[config.mk]
export PLATFORM = sky130hd
export DESIGN_NAME = multicycle_control_fsm
export DESIGN_NICKNAME = d
export VERILOG_FILES = /design/src/rtl/multicycle_control_fsm.sv
export SDC_FILE = /design/constraint.sdc
export NUM_CORES = 1
export LEC_CHECK = 0
export ABC_AREA = 1
export BUFFER_PORTS_ARGS = -buffer_cell sky130_fd_sc_hd__buf_2
export CAP_MARGIN = 20
export CORE_MARGIN = 4
export CORE_UTILIZATION = 48
export DETAILED_ROUTE_END_ITERATION = 16
export PLACE_DENSITY = 0.78
export SYNTH_ARGS = -nofsm -noshare
export SYNTH_HDL_FRONTEND = slang
export SYNTH_SLANG_ARGS = --single-unit
[constraint.sdc]
create_clock -name clk -period 2.12 [get_ports clk]
set_clock_uncertainty 0.1 [all_clocks]
set_input_delay 0.424 -clock clk [delete_from_list [all_inputs] [get_ports clk]]
set_output_delay 0.424 -clock clk [all_outputs]
set_load 0.01 [all_outputs]
[src/rtl/multicycle_control_fsm.sv]
// -----------------------------------------------------------------------------
// multicycle_control_fsm
//
// Main control state machine of the multicycle RV32I core. Each instruction
// is walked through IF -> ID -> EX -> (MEM) -> (WB | BR), with HALT as an
// absorbing state entered by ECALL when halt_req is set. All datapath
// enables and mux selects are combinational decodes of the current state,
// the latched opcode and bcond.
//
// Parameters:
//   MEM_LATENCY  cycles one memory access occupies (1..15); used for both
//                the instruction fetch and the data access.
//
// Ports:
//   clk           core clock, rising edge
//   reset         asynchronous active-low reset (low = in reset)
//   opcode        IR[6:0] of the latched instruction
//   bcond         branch-taken flag from the ALU (valid in EX of a branch)
//   halt_req      x17 == 10, sampled in ID for ECALL
//   pc_write      PC <= ALU result
//   old_pc_write  old_pc <= PC
//   ir_write      IR <= memory data
//   i_or_d        memory address select: 0 = PC, 1 = ALUOut
//   mem_read      memory read strobe
//   mem_write     memory write strobe
//   alu_src_a     00 = PC, 01 = old_pc, 10 = register A
//   alu_src_b     00 = register B, 01 = constant 4, 10 = immediate
//   ALUop         00 = add, 01 = subtract/compare, 10 = decode funct
//   reg_write     register file write enable
//   wb_sel        00 = ALUOut, 01 = MDR, 10 = PC
//   is_halted     core halted
//   cycle_count   (MC_PERF_COUNT_EN only) cycles spent outside HALT
//   instret       (MC_PERF_COUNT_EN only) retired instructions
//
// Optional feature macro: MC_PERF_COUNT_EN adds the two performance counters.
// -----------------------------------------------------------------------------
module multicycle_control_fsm #(
  parameter int MEM_LATENCY = 1
) (
  input  logic        clk,
  input  logic        reset,
  input  logic [6:0]  opcode,
  input  logic        bcond,
  input  logic        halt_req,
  output logic        pc_write,
  output logic        old_pc_write,
  output logic        ir_write,
  output logic        i_or_d,
  output logic        mem_read,
  output logic        mem_write,
  output logic [1:0]  alu_src_a,
  output logic [1:0]  alu_src_b,
  output logic [1:0]  ALUop,
  output logic        reg_write,
  output logic [1:0]  wb_sel,
`ifdef MC_PERF_COUNT_EN
  output logic [31:0] cycle_count,
  output logic [31:0] instret,
`endif
  output logic        is_halted
);

  localparam logic [6:0] OP_R     = 7'b0110011;
  localparam logic [6:0] OP_I     = 7'b0010011;
  localparam logic [6:0] OP_LOAD  = 7'b0000011;
  localparam logic [6:0] OP_STORE = 7'b0100011;
  localparam logic [6:0] OP_BR    = 7'b1100011;
  localparam logic [6:0] OP_JAL   = 7'b1101111;
  localparam logic [6:0] OP_JALR  = 7'b1100111;
  localparam logic [6:0] OP_ECALL = 7'b1110011;

  // Value of the wait counter on the final cycle of a memory access.
  localparam logic [3:0] CNT_LAST = 4'(MEM_LATENCY - 1);

  typedef enum logic [2:0] {
    S_IF   = 3'd0,
    S_ID   = 3'd1,
    S_EX   = 3'd2,
    S_MEM  = 3'd3,
    S_WB   = 3'd4,
    S_BR   = 3'd5,
    S_HALT = 3'd6
  } state_t;

  state_t     state, state_next;
  logic [3:0] cnt, cnt_next;
  logic       mem_last;

  assign mem_last = (cnt == CNT_LAST);

  always_ff @(posedge clk or negedge reset) begin
    if (!reset) begin
      state <= S_IF;
      cnt   <= 4'd0;
    end else begin
      state <= state_next;
      cnt   <= cnt_next;
    end
  end

  always_comb begin
    state_next   = state;
    cnt_next     = cnt;
    pc_write     = 1'b0;
    old_pc_write = 1'b0;
    ir_write     = 1'b0;
    i_or_d       = 1'b0;
    mem_read     = 1'b0;
    mem_write    = 1'b0;
    alu_src_a    = 2'b00;
    alu_src_b    = 2'b00;
    ALUop        = 2'b00;
    reg_write    = 1'b0;
    wb_sel       = 2'b00;
    is_halted    = 1'b0;

    case (state)
      S_IF: begin
        mem_read = 1'b1;
        if (mem_last) begin
          // Fetch completes: latch IR, save old PC, advance PC by 4.
          ir_write     = 1'b1;
          old_pc_write = 1'b1;
          pc_write     = 1'b1;
          alu_src_b    = 2'b01;
          cnt_next     = 4'd0;
          state_next   = S_ID;
        end else begin
          cnt_next = cnt + 4'd1;
        end
      end

      S_ID: begin
        case (opcode)
          OP_ECALL: state_next = halt_req ? S_HALT : S_IF;
          OP_R, OP_I, OP_LOAD, OP_STORE, OP_BR, OP_JAL, OP_JALR:
                    state_next = S_EX;
          default:  state_next = S_IF;
        endcase
      end

      S_EX: begin
        state_next = S_IF;
        case (opcode)
          OP_R: begin
            ALUop      = 2'b10;
            alu_src_a  = 2'b10;
            state_next = S_WB;
          end
          OP_I: begin
            ALUop      = 2'b10;
            alu_src_a  = 2'b10;
            alu_src_b  = 2'b10;
            state_next = S_WB;
          end
          OP_LOAD, OP_STORE: begin
            alu_src_a  = 2'b10;
            alu_src_b  = 2'b10;
            state_next = S_MEM;
          end
          OP_BR: begin
            // Not taken falls back to IF: PC already holds PC+4.
            ALUop      = 2'b01;
            alu_src_a  = 2'b10;
            state_next = bcond ? S_BR : S_IF;
          end
          OP_JAL, OP_JALR: begin
            alu_src_a = (opcode == OP_JAL) ? 2'b01 : 2'b10;
            alu_src_b = 2'b10;
            pc_write  = 1'b1;
            reg_write = 1'b1;
            wb_sel    = 2'b10;
          end
          default: state_next = S_IF;
        endcase
      end

      S_BR: begin
        alu_src_a  = 2'b01;
        alu_src_b  = 2'b10;
        pc_write   = 1'b1;
        state_next = S_IF;
      end

      S_MEM: begin
        i_or_d = 1'b1;
        if (opcode == OP_LOAD) mem_read  = 1'b1;
        else                   mem_write = 1'b1;
        if (mem_last) begin
          cnt_next   = 4'd0;
          state_next = (opcode == OP_LOAD) ? S_WB : S_IF;
        end else begin
          cnt_next = cnt + 4'd1;
        end
      end

      S_WB: begin
        reg_write  = 1'b1;
        wb_sel     = (opcode == OP_LOAD) ? 2'b01 : 2'b00;
        state_next = S_IF;
      end

      S_HALT: begin
        is_halted = 1'b1;
      end

      default: state_next = S_IF;
    endcase

    // Reset masks every output immediately, so strobes drop the moment
    // reset goes low rather than at the next clock edge.
    if (!reset) begin
      pc_write     = 1'b0;
      old_pc_write = 1'b0;
      ir_write     = 1'b0;
      i_or_d       = 1'b0;
      mem_read     = 1'b0;
      mem_write    = 1'b0;
      alu_src_a    = 2'b00;
      alu_src_b    = 2'b00;
      ALUop        = 2'b00;
      reg_write    = 1'b0;
      wb_sel       = 2'b00;
      is_halted    = 1'b0;
    end
  end

`ifdef MC_PERF_COUNT_EN
  logic retire;

  // An instruction retires when control returns to IF from any other
  // state (IF->IF is just fetch wait), or when ECALL enters HALT.
  assign retire = ((state_next == S_IF)   && (state != S_IF)) ||
                  ((state_next == S_HALT) && (state != S_HALT));

  always_ff @(posedge clk or negedge reset) begin
    if (!reset) begin
      cycle_count <= 32'd0;
      instret     <= 32'd0;
    end else begin
      if (state != S_HALT) cycle_count <= cycle_count + 32'd1;
      if (retire)          instret     <= instret + 32'd1;
    end
  end
`endif

endmodule

# Word-level counts from Yosys, hierarchy flattened
# Cells that the tools add are included.
totals:
  regBits: 7
  in_bits: 11
  out_inout_bits: 16
  elab_cells: 72
op_classes:
  addsub: 1
  eq_ne: 16
  mux: 42
  bitwise_logic: 1
  reduce_logical: 10
op_table:
  columns: ["operator", "count"]
  rows:
  - ["7-bit == test (second input constant)", 4]
  - ["1-bit two-way mux", 17]
  - ["2-bit two-way mux", 8]
  - ["2-bit case mux with 2 select lines", 4]
  - ["3-bit two-way mux", 5]
  - ["3-bit case mux with 5 select lines", 1]
  - ["7-bit by 6-bit == test with 1-bit output (second input constant)", 2]
  - ["5-bit OR reduction", 2]
  - ["3-bit == test (second input constant)", 3]
  - ["3-bit case mux with 3 select lines", 1]
  - ["2-bit OR reduction", 4]
  - ["7-bit by 2-bit == test with 1-bit output (second input constant)", 1]
  - ["7-bit by 5-bit == test with 1-bit output (second input constant)", 1]
  - ["7-bit OR reduction", 1]
  - ["3-bit by 2-bit == test with 1-bit output (second input constant)", 2]
  - ["2-bit case mux with 3 select lines", 1]
  - ["3-bit case mux with 2 select lines", 1]
  - ["4-bit by 1-bit adder with 4-bit output (second input constant)", 1]
  - ["4-bit logical NOT", 1]
  - ["4-bit two-way mux", 1]
  - ["2-bit != test (second input constant)", 2]
  - ["1-bit case mux with 2 select lines", 2]
  - ["3-bit by 1-bit == test with 1-bit output (second input constant)", 1]
  - ["3-bit logical NOT", 1]
  - ["3 further kinds", 3]

# Depth between registers and ports, before layout
# Gate-level depths: netlist of the first run.
logic_depth:
  depth_word: 5
  depth_mapped: 8
  mapped_depth_nobuf: 8

# Least setup slack after synthesis of the first run
# No wires, ideal clock.
synth_timing:
  kind: "register to output"
  startpoint: "register cnt[0]"
  endpoint: "output alu_src_b[0]"
  arrival_ps: 1320
  t_required_ps: 1596
  setup_slack_ps: 276
  path_stages_with_launch: 8
  n_path_buf: 1
  path_cell_list: "dfrtp_1 -> inv_1 -> ha_1 -> nand2_1 -> nor2_1 -> inv_1 -> nor3_2 -> buf_4"
synth_via:
  elab_chain_len: 4
synth_lines:
  columns: ["element", "line", "source"]
  rows:
  - ["start, declared", "86", "logic [3:0] cnt, cnt_next;"]
  - ["start signal, assigned", "97", "cnt <= cnt_next;"]
  - ["4-bit logical NOT", "89", "assign mem_last = (cnt == CNT_LAST);"]
  - ["1-bit two-way mux", "120", "if (mem_last) begin"]
  - ["2-bit case mux with 3 select lines", "117", "case (state)"]
  - ["2-bit two-way mux", "212", "if (!reset) begin"]
  - ["end, declared", "52", "output logic [1:0] alu_src_b,"]
# No other way between the ends.

# Worst setup path in the final report of the first run
layout_timing:
  startpoint: "register cnt[0]"
  endpoint: "output pc_write"
layout_via:
  elab_chain_len: 4
layout_lines:
  columns: ["element", "line", "source"]
  rows:
  - ["4-bit logical NOT", "89", null]
  - ["1-bit two-way mux", "120", null]
  - ["1-bit case mux with 3 select lines", "117", null]
  - ["1-bit two-way mux", "212", null]
  - ["end, declared", "45", "output logic pc_write,"]
# No other way between the ends.

==> results.md, run 1 <==
* Worst-path clk slew at approximately 0.050 ns
* Met1 WL at 939 um
* RePlAce Congestion at between 0.8 and 0.9
* Design Power at 498.0 uW
* Setup crit end kind: output port
* CP Depth at 9
* Drt pass-1 iters at 4
* Reg-to-reg startpoint: cnt[0]$_DFFE_PN0N_
* Worst path bufs/invs at 3
* Synth Register Bits at 7
* Top Ports at 27
* Total number of vias at around 900
* Worst Hold End: cnt[3]$_DFFE_PN0N_
* Initial DRC Count at 33
* Buffers on Ports at 26
* Horiz. Die Dim at between 40 and 50 um
* Cell Pwr Density at 496.3 mW/mm^2
* YS warnings at 0
* CTS tree: built
* GRT Overall Usage at a little over a fifth
* Cts bufs inserted at 3
* Most used cell, CP: inv_2
* Final Core Density at about 73%
* Drt wl/cell at 12.18 um
* Setup violations, final at 0
* Final WL at approximately 2.1 mm
* Fin crit share at approximately 97%
* Vias in the first global route at 806
* Site Rows at 13
* MaxCap Viol Count at 0
* H-tree Lvls at 1
* Initial antenna violation count at 0
* DR WL met3 at 174 um
* Hold WS at 0.4558 ns
* Yosys cell types at 20
* Syn Nets at between 100 and 150
* Sequential area share after synthesis at 23.89%
* WL met2 at about 1.0 mm
* CP Max Fanout at 4
* Critical Path RT at approximately 1.6 ns
* Hold crit path type: register to register
* Reg2reg setup slack at between 0.5 and 0.6 ns
* Nets at between 150 and 200
* Die area at 0.002217 mm^2
* Worst path top cell family by delay: simple AND/OR/NAND/NOR gates
* Hold Startpoint: cnt[3]$_DFFE_PN0N_
* Antenna viol nets, final at 0
* Status: complete, no violations
* Worst Setup Start Kind: register
* Area Growth Syn to Fin at 36.86%
* DRC viols at 0
* Crit path launch: cnt[0]$_DFFE_PN0N_
* Crit Path Class: register to output port
* Syn_area_per_cell at approximately 6.0 um^2
* Worst slack at placement at roughly 0.11 ns
* Final HPWL DP at about 1.5 mm
* Max incr delay on CP at about 0.4 ns
* Max VDD drop at 527.7 uV
* Starting Density at a little over half
* Grt ovf at 0
* CTS Root Cell: clkbuf_4
* Shortest period the worst path allows at about 2.0 ns
* Reg2reg end: state[0]$_DFFE_PN0P_
* FF-to-FF path depth at 10
* Antenna cell count at 0
* Core Area at 0.001366 mm^2
* CTS sink count at 7
* Slew of the pin with the lowest slew margin at roughly 0.33 ns
* Worst slew margin at about 78%
* Mapped Cells at roughly 120
* Die Span Y at about 47 um
* Share of cells above drive strength 1 at 40.00%
* F_max at between 400 and 500 MHz
* Final WS setup at ~0.074 ns
* LEAKAGE at ~0.57 nW
* Clock Tree Buf Depth at 2
* CP cell instances: inv_2 > ha_4 > nand2_4 > nor2_4 > inv_2 > nor3_4 > nor2_1 > nand2_1 > buf_2
* Vias per cell at around 5.2
* Max layer used: met4
* Arrival time of the worst setup path at approximately 1.5 ns
* Pin count of the biggest net entering global routing at 9
* Synth Cell Area at ~730 um^2
* CP max-delay cell: dfrtp_1
* Worst skew pair latency at about 0.25 ns
* Final hold violation count at 0
* Worst hold path stage count at 2
* Slew Viols, Final at 0
* First-pass GRT wire length at 3.353 mm
state kept, by name (all words and copies together) (netlist names):
signal	cells
state	3
cnt	4
cell families (layout without fill, tap and decap cells):
kind of cell	after synthesis	in the layout	share of synthesized area [%]
AND/OR/NAND/NOR	76	76	47.27
AO/OA/AOI/OAI	13	13	10.92
XOR/XNOR	1	1	1.195
adder cells (fa/ha/maj)	2	2	3.412
flip-flops	7	7	23.89
buffers and inverters	24	61	13.31
synthesized netlist by cell type:
| library cell | n | area share (%) |
|---|---|---|
| nand2_1 | 34 | 17 |
| nor2_2 | 5 | 4.3 |
| nor3_1 | 3 | 2.0 |
| nand3_2 | 3 | 4.1 |
| inv_2 | 7 | 3.6 |
| a21oi_1 | 5 | 3.4 |
| nand3b_1 | 1 | 1.0 |
| dfrtp_1 | 7 | 24 |
| o21ai_4 | 1 | 2.2 |
| nand3_1 | 9 | 6.1 |
| o21ai_1 | 5 | 3.4 |
| ha_1 | 2 | 3.4 |
| buf_4 | 2 | 2.0 |
| xor2_1 | 1 | 1.2 |
| nor3_2 | 1 | 1.4 |
| a21oi_2 | 1 | 1.2 |
| nor2_1 | 18 | 9.2 |
| inv_1 | 15 | 7.7 |
| nand2_2 | 2 | 1.7 |
| o21ai_0 | 1 | 0.68 |
layer usage:
layer	GRT usage, %	vias to the layer above
li1	-	457
met1	27.55	406
met2	36.59	38
met3	5.747	2
met4	3.315	0
met5	0	-
metrics by stage:
stage               cell area [um^2]  setup TNS [ns]  std cells
finish                          1003               0        175
global route                    1003       -0.008615        175
CTS                            967.2       -0.008888        173
detailed placement             874.6               0        163
global placement               874.6               0        163
floorplan                      733.2               0        123
power breakdown:
part	total [mW]	leakage, nW	internal, mW	switching (mW)
clock network	0.121	0.0150	0.0718	0.0491
logic	0.207	0.458	0.0728	0.134
registers	0.170	0.0945	0.147	0.0235
worst max path at each step:
| stage | to | slack, ns |
|---|---|---|
| global placement | pc_write | 0.19 |
| CTS | pc_write | -0.009 |
| detailed placement | pc_write | 0.11 |
| finish | pc_write | 0.07 |
| global route | pc_write | -0.009 |
| floorplan | alu_src_b[0] | 0.28 |
layout by cell type, fill, tap and decap left out, types with 2 or more instances in the layout:
| master | netlist | layout |
|---|---|---|
| nor2_2 | 5 | 4 |
| nand3_1 | 9 | 9 |
| buf_4 | 2 | 8 |
| buf_2 | 0 | 26 |
| inv_2 | 7 | 10 |
| nand3_2 | 3 | 3 |
| clkbuf_4 | 0 | 3 |
| nand2_2 | 2 | 2 |
| dfrtp_1 | 7 | 6 |
| o21ai_1 | 5 | 5 |
| nor2_1 | 18 | 17 |
| inv_1 | 15 | 12 |
| nor2_4 | 0 | 2 |
| nor3_1 | 3 | 3 |
| nand2_1 | 34 | 33 |
| a21oi_1 | 5 | 5 |
tightest hold or removal path, cell delays in order (launching register included):
cell	delay [ns]
dfrtp_1	0.33
inv_2	0.06
o21ai_1	0.12
cell type report:
cell class | instances | area, um^2
Multi-Input combinational cell | 92 | 499.2
Fill cell | 120 | 362.8
Timing Repair Buffer | 35 | 200.2
Sequential cell | 7 | 176.4
Inverter | 22 | 82.58
Tap cell | 15 | 18.77
Clock buffer | 4 | 26.28
what timing repair did:
action | 4_1_cts | 5_1_grt
gates resized for setup | 7 | 5
setup endpoints to repair | 4 | 4
endpoints found under the hold margin | 7 | 0
hold buffers | 1 | 0
buffers inserted | 5 | 2
pin swaps | 4 | 3
Note: power is estimated with default switching activity, not from simulation.
==> inputs of run 2 (changes only) <==
--- a/config.mk
+++ b/config.mk
@@ -12,6 +12,7 @@
 export CORE_UTILIZATION = 48
 export DETAILED_ROUTE_END_ITERATION = 16
 export PLACE_DENSITY = 0.78
+export REMOVE_ABC_BUFFERS = 1
 export SYNTH_ARGS = -nofsm -noshare
 export SYNTH_HDL_FRONTEND = slang
 export SYNTH_SLANG_ARGS = --single-unit
==> run 2 against run 1 <==
Against the previous run: power rose by 1.2%; design area rose by 0.25%; first-iteration DRC count rose by 15%; via count fell by 0.22%; combinational power rose by 3%; worst hold slack got worse by 0.013 ns; setup slack got worse by 0.034 ns; cell count rose by 1.1%; sequential share of layout area fell by 0.17 points; non-clock buffer count rose by 2; critical endpoint unchanged.
==> results.md, run 2 (synthesis results as in run 1) <==
* Top Ports at 27 (unchanged)
* H-tree Lvls at 1 (unchanged)
* CTS sink count at 7 (unchanged)
* Worst-path clk slew at 0.05 ns (about the same)
* CP Max Fanout at 2 (-2)
* Site Rows at 13 (unchanged)
* F_max at 480.7 MHz (-1.6%)
* Hold crit path type: register to register
* Slew Viols, Final at 0 (unchanged)
* Final WL at 2.078 mm (-2.5%)
* CP max-delay cell: dfrtp_1
* Crit Path Class: register to output port
* Top register by number of flip-flops: cnt
* Final Cell Area at 0.001006 mm^2 (+0.25%)
* Horiz. Die Dim at 47.09 um (unchanged)
* Die area at 0.002217 mm^2 (unchanged)
* Antenna viol nets, final at 0 (unchanged)
* Starting Density at 53.66% (unchanged)
* Grt ovf at 0 (unchanged)
* Nets at 176 (+1.1%)
* CTS tree: built
* Critical Path RT at 1.60 ns (about the same)
* Cell Pwr Density at 501.2 mW/mm^2 (+0.99%)
* Cell area after placement at 874.6 um^2 (unchanged)
* Drt pass-1 iters at 4 (unchanged)
* Worst path bufs/invs at 3 (unchanged)
* Status: complete, no violations
* Most used cell, CP: inv_2
* Die Span Y at 47.09 um (unchanged)
* Worst slew margin at 75.62% (-2.3 points)
* DRC viols at 0 (unchanged)
* Shortest period the worst path allows at 2.080 ns (+0.03406 ns)
* Multi-input logic area at 484.2 um^2 (-3.0%)
* Worst path top cell family by delay: simple AND/OR/NAND/NOR gates
* Commonest non-fill, non-tap cell in the layout: nand2_1
* Worst Setup Start Kind: register
* Design Power at 504.1 uW (+1.2%)
* Initial DRC Count at 38 (+15%)
* Vias per cell at 5.090 (-1.3%)
* Crit path launch: cnt[0]$_DFFE_PN0N_
* Max incr delay on CP at 0.40 ns (about the same)
* Initial antenna violation count at 0 (unchanged)
* # fillers at 114 (-5.0%)
* RePlAce Congestion at 0.8416 (+0.25%)
* MaxCap Viol Count at 0 (unchanged)
* Reg-to-reg startpoint: cnt[0]$_DFFE_PN0N_
* Setup crit end kind: output port
* Worst skew pair latency at 0.25 ns (about the same)
* Max reg flops at 4 (unchanged)
* Final HPWL DP at 1.583 mm (+3.5%)
* Setup violations, final at 0 (unchanged)
* Setup_tns at 0 ns (unchanged)
* Vias in the first global route at 860 (+6.7%)
* Register Area at 175.2 um^2 (-0.71%)
* Drt wl/cell at 11.74 um (-3.6%)
* Final WS setup at 0.03970 ns (-0.03406 ns)
* Share of cells above drive strength 1 at 40.12% (+0.12 points)
* Arrival time of the worst setup path at 1.56 ns (+0.04 ns)
* Core Area at 0.001366 mm^2 (unchanged)
* Pin count of the biggest net entering global routing at 9 (unchanged)
* Worst slack at placement at 0.1653 ns (+0.05197 ns)
* First-pass GRT wire length at 3.429 mm (+2.3%)
* Fin crit share at 98.13% (+1.6 points)
* Buffers on Ports at 26 (unchanged)
* Cts bufs inserted at 3 (unchanged)
* Max VDD drop at 403.0 uV (-24%)
* Most frequent cells in the layout: nand2_1, buf_2, nor2_1
* Antenna cell count at 0 (unchanged)
* Clock Tree Buf Depth at 2 (unchanged)
* GRT Overall Usage at 21.67% (+0.23 points)
* Hold Startpoint: cnt[3]$_DFFE_PN0N_
* CP cell instances: inv_2 > ha_2 > nand2_2 > nor2_4 > inv_2 > nor3_4 > nor2_1 > nand2_1 > buf_2
* Area Growth Syn to Fin at 37.20%
* Regs by FF count: cnt x4, state x3
* Final Core Density at 73.63% (+0.18 points)
* Final hold violation count at 0 (unchanged)
* Slew of the pin with the lowest slew margin at 0.3653 ns (+0.03444 ns)
* Total number of vias at 901 (-0.22%)
* LEAKAGE at 0.5768 nW (+1.7%)
* CTS Root Cell: clkbuf_4
-- run 2: changes by cell type in the layout (fill, tap and decap cells not counted), sizes merged --
cell,before,now
buf,34,36
-- run 2: worst paths after layout --
kind | depth (start not counted) | endpoint | slack, ns
hold reg to reg | 2 | cnt[3]$_DFFE_PN0N_ | 0.44
hold / removal | 2 | cnt[3]$_DFFE_PN0N_ | 0.44
max in group asynchronous | 3 | cnt[0]$_DFFE_PN0N_ | 1.04
setup reg to reg | 9 | state[1]$_DFFE_PN0P_ | 0.53
min in group asynchronous | 3 | cnt[3]$_DFFE_PN0N_ | 0.62
setup / recovery | 9 | pc_write | 0.04
-- run 2: worst reg2reg max path: stages (launching register included) --
cell and delay (ns):
dfrtp_1 0.40, inv_2 0.07, ha_2 0.19, nand2_2 0.08, nor2_4 0.11, inv_2 0.06, buf_4 0.13, buf_4 0.13
a21oi_1 0.12, nand3_1 0.09
-- run 2: cell type report --
type                       count  share of cell area (%)
clock buffer                   4                   2.612
inverter                      22                   8.209
multi-input combinational     92                   48.13
sequential                     7                   17.41
timing repair buffer          37                   21.77
tap                           15                   1.866
-- run 2: layer usage --
layer	GRT usage, %	vias up	share of wire, %
li1	-	459	-
met1	28.01	402	43
met2	33.88	36	47
met3	7.663	4	9.0
met4	6.630	0	1.3
met5	0	-	0
-- run 2: what timing repair did --
item	in CTS	in global routing
hold buffers	1	0
gates resized for setup	4	6
endpoints found under the setup margin	4	5
endpoints found under the hold margin	7	0
buffers inserted	6	3
pin swaps	5	3
-- run 2: where the power goes --
group	switching, mW	internal, mW	total (mW)	leakage, nW
Sequential	0.0224	0.144	0.167	0.0956
Clock	0.0513	0.0720	0.123	0.0150
Combinational	0.135	0.0785	0.214	0.466
Total	0.209	0.295	0.504	0.577
-- run 2: through the flow --
step           instances  hold WS, ns
6_report             177       0.4429
5_1_grt              177       0.4761
4_1_cts              174       0.4431
3_5_place_dp         163       0.2495
3_3_place_gp         163       0.2488
2_1_floorplan        121      0.02841
==> inputs of run 3 (changes only) <==
--- a/config.mk
+++ b/config.mk
@@ -10,8 +10,11 @@
 export CAP_MARGIN = 20
 export CORE_MARGIN = 4
 export CORE_UTILIZATION = 48
+export CTS_CLUSTER_SIZE = 12
 export DETAILED_ROUTE_END_ITERATION = 16
+export GPL_TIMING_DRIVEN = 1
 export PLACE_DENSITY = 0.78
+export RECOVER_POWER = 50
 export REMOVE_ABC_BUFFERS = 1
 export SYNTH_ARGS = -nofsm -noshare
 export SYNTH_HDL_FRONTEND = slang
==> run 3 against run 2 <==
Against the previous run: critical path depth is the same; cell count is the same; critical path type unchanged; setup slack worse by 0.0064 ns; combinational power decreased by 3%; power down 1.1%; die area unchanged.
==> results.md, run 3 (synthesis results as in run 1) <==
* Status: complete, no violations
* CTS tree: built
* Commonest non-fill, non-tap cell in the layout: nand2_1
* CTS sink count at 7 (unchanged)
* CP Depth at 9 (unchanged)
* H-tree Lvls at 1 (unchanged)
* FF-to-FF path depth at 10 (+1)
* Pin count of the biggest net entering global routing at 9 (unchanged)
* Grt ovf at 0 (unchanged)
* Setup violations, final at 0 (unchanged)
* Crit Path Class: register to output port
* Setup crit end kind: output port
* Worst Setup Start Kind: register
* Clock Tree Buf Depth at 2 (unchanged)
* Hold crit path type: register to register
* Regs by FF count: cnt x4, state x3
* Reg2reg setup slack at 0.51 ns (-0.02 ns)
* CP max-delay cell: dfrtp_1
* LEAKAGE at 0.5735 nW (-0.58%)
* Share of cells above drive strength 1 at 38.27% (-1.9 points)
* Top Ports at 27 (unchanged)
* Worst path top cell family by delay: simple AND/OR/NAND/NOR gates
* Vias in the first global route at 860 (unchanged)
* Fin crit share at 98.43% (+0.30 points)
* Final hold violation count at 0 (unchanged)
* CP cell instances: inv_2 > ha_2 > nand2_2 > nor2_4 > inv_2 > nor3_4 > nor2_1 > nand2_1 > buf_2
* Worst slew margin at 75.30% (-0.32 points)
* Cts bufs inserted at 3 (unchanged)
* Worst Hold End: cnt[3]$_DFFE_PN0N_
* Final non-filler cell total at 177 (unchanged)
* F_max at 479.2 MHz (-0.31%)
* Cell Pwr Density at 500.6 mW/mm^2 (-0.11%)
* Nets at 176 (unchanged)
* Total number of vias at 906 (+0.55%)
* Design Power at 498.6 uW (-1.1%)
* Area Growth Syn to Fin at 35.84%
* Placed insts at 163 (unchanged)
* Slew of the pin with the lowest slew margin at 0.3701 ns (+0.004813 ns)
* Most frequent cells in the layout: nand2_1, buf_2, nor2_1
* Die area at 0.002217 mm^2 (unchanged)
* Antenna viol nets, final at 0 (unchanged)
* Switching share of total power at 41.31% (-0.19 points)
* RePlAce Congestion at 0.8416 (unchanged)
* Sequential Power Share at 33.6% (+0.5 points)
* Shortest period the worst path allows at 2.087 ns (+0.006425 ns)
* Critical Path RT at 1.60 ns (about the same)
* Reg2reg end: state[2]$_DFFE_PN0P_
* Final HPWL DP at 1.583 mm (unchanged)
* Arrival time of the worst setup path at 1.56 ns (about the same)
* Worst skew pair latency at 0.25 ns (about the same)
* Antenna cell count at 0 (unchanged)
* Initial antenna violation count at 0 (unchanged)
* Comb pwr share at 41.6% (-0.8 points)
* Max incr delay on CP at 0.40 ns (about the same)
* Most used cell, CP: inv_2
* Site Rows at 13 (unchanged)
* Final Core Density at 72.89% (-0.73 points)
* Final WL at 2.082 mm (+0.19%)
* CP Max Fanout at 2 (unchanged)
* Drt wl/cell at 11.76 um (+0.19%)
* Vias per cell at 5.119 (+0.55%)
* GRT Overall Usage at 21.67% (unchanged)
* First-pass GRT wire length at 3.429 mm (unchanged)
* Worst hold path stage count at 2 (unchanged)
* NetSw at 206.0 uW (-1.6%)
* Drt pass-1 iters at 4 (unchanged)
* Hold Startpoint: cnt[3]$_DFFE_PN0N_
* Worst path bufs/invs at 3 (unchanged)
* Max VDD drop at 394.3 uV (-2.2%)
* CTS Root Cell: clkbuf_4
* Internal Power at 292.6 uW (-0.78%)
* Buffers on Ports at 26 (unchanged)
* Max reg flops at 4 (unchanged)
* Horiz. Die Dim at 47.09 um (unchanged)
* Die Span Y at 47.09 um (unchanged)
* Final Cell Area at 996.0 um^2 (-0.99%)
* Worst-path clk slew at 0.05 ns (about the same)
* Core Area at 0.001366 mm^2 (unchanged)
* Starting Density at 53.66% (unchanged)
* Slew Viols, Final at 0 (unchanged)
* Clock power share at 24.8% (+0.3 points)
* Top register by number of flip-flops: cnt
* DRC viols at 0 (unchanged)
* Cell area after placement at 874.6 um^2 (unchanged)
* Reg-to-reg startpoint: cnt[0]$_DFFE_PN0N_
* Initial DRC Count at 35 (-7.9%)
* MaxCap Viol Count at 0 (unchanged)
## run 3: cell types whose count changed in the layout (fill, tap and decap cells not counted)
cell,before,now
clkbuf_1,1,2
nand2_1,33,34
nand2_2,3,2
a21oi_2,1,0
a21oi_1,5,6
buf_4,9,8
## run 3: power groups by stage
stage | registers, mW | logic, mW | clock network (mW)
5_1_grt | 0.168 | 0.233 | 0.135
3_3_place_gp | 0.167 | 0.185 | 0
4_1_cts | 0.165 | 0.205 | 0.128
3_5_place_dp | 0.168 | 0.189 | 0
2_1_floorplan | 0.163 | 0.125 | 0
6_report | 0.168 | 0.207 | 0.124
## run 3: worst max-delay path by stage
stage / to / slack [ns] / start
global route: pc_write / -0.03 / cnt[0]$_DFFE_PN0N_
finish: pc_write / 0.03 / cnt[0]$_DFFE_PN0N_
floorplan: pc_write / 0.11 / cnt[0]$_DFFE_PN0N_
global placement: pc_write / 0.22 / cnt[0]$_DFFE_PN0N_
CTS: pc_write / 0.03 / cnt[0]$_DFFE_PN0N_
detailed placement: pc_write / 0.17 / cnt[0]$_DFFE_PN0N_
## run 3: stage by stage
| step | hold WS [ns] | setup TNS (ns) | setup WS [ns] |
|---|---|---|---|
| after floorplan | 0.02841 | 0 | 0.1060 |
| after global placement | 0.2488 | 0 | 0.2247 |
| after detailed placement | 0.2495 | 0 | 0.1653 |
| after CTS | 0.4431 | 0 | 0.03077 |
| after global routing | 0.4762 | -0.05249 | -0.02506 |
| final | 0.4429 | 0 | 0.03327 |
## run 3: layout make-up
type	count	area, um^2
well taps	15	18.77
inverters	22	82.58
repair buffers	37	215.2
flip-flops and latches	7	175.2
multi-input cells	92	478.0
fillers	117	370.4
clock buffers	4	26.28
## run 3: routing by layer
layer	vias up	share of wire, %	GRT usage (%)
met5	-	0	0
met4	0	1.3	6.630
met3	4	8.1	7.663
met2	38	46	33.88
met1	404	44	28.01
li1	460	-	-
## run 3: worst min-delay path, cell delays in order (launching register included)
cell and delay, ns:
dfrtp_1 0.34, inv_2 0.05, o21ai_1 0.11
## run 3: timing repair
| action | in CTS | in global routing |
|---|---|---|
| pin swaps | 5 | 3 |
| hold buffers | 1 | 0 |
| resized for setup | 4 | 6 |
| endpoints found under the setup margin | 4 | 5 |
| buffers inserted | 6 | 3 |
| hold endpoints to repair | 7 | 0 |
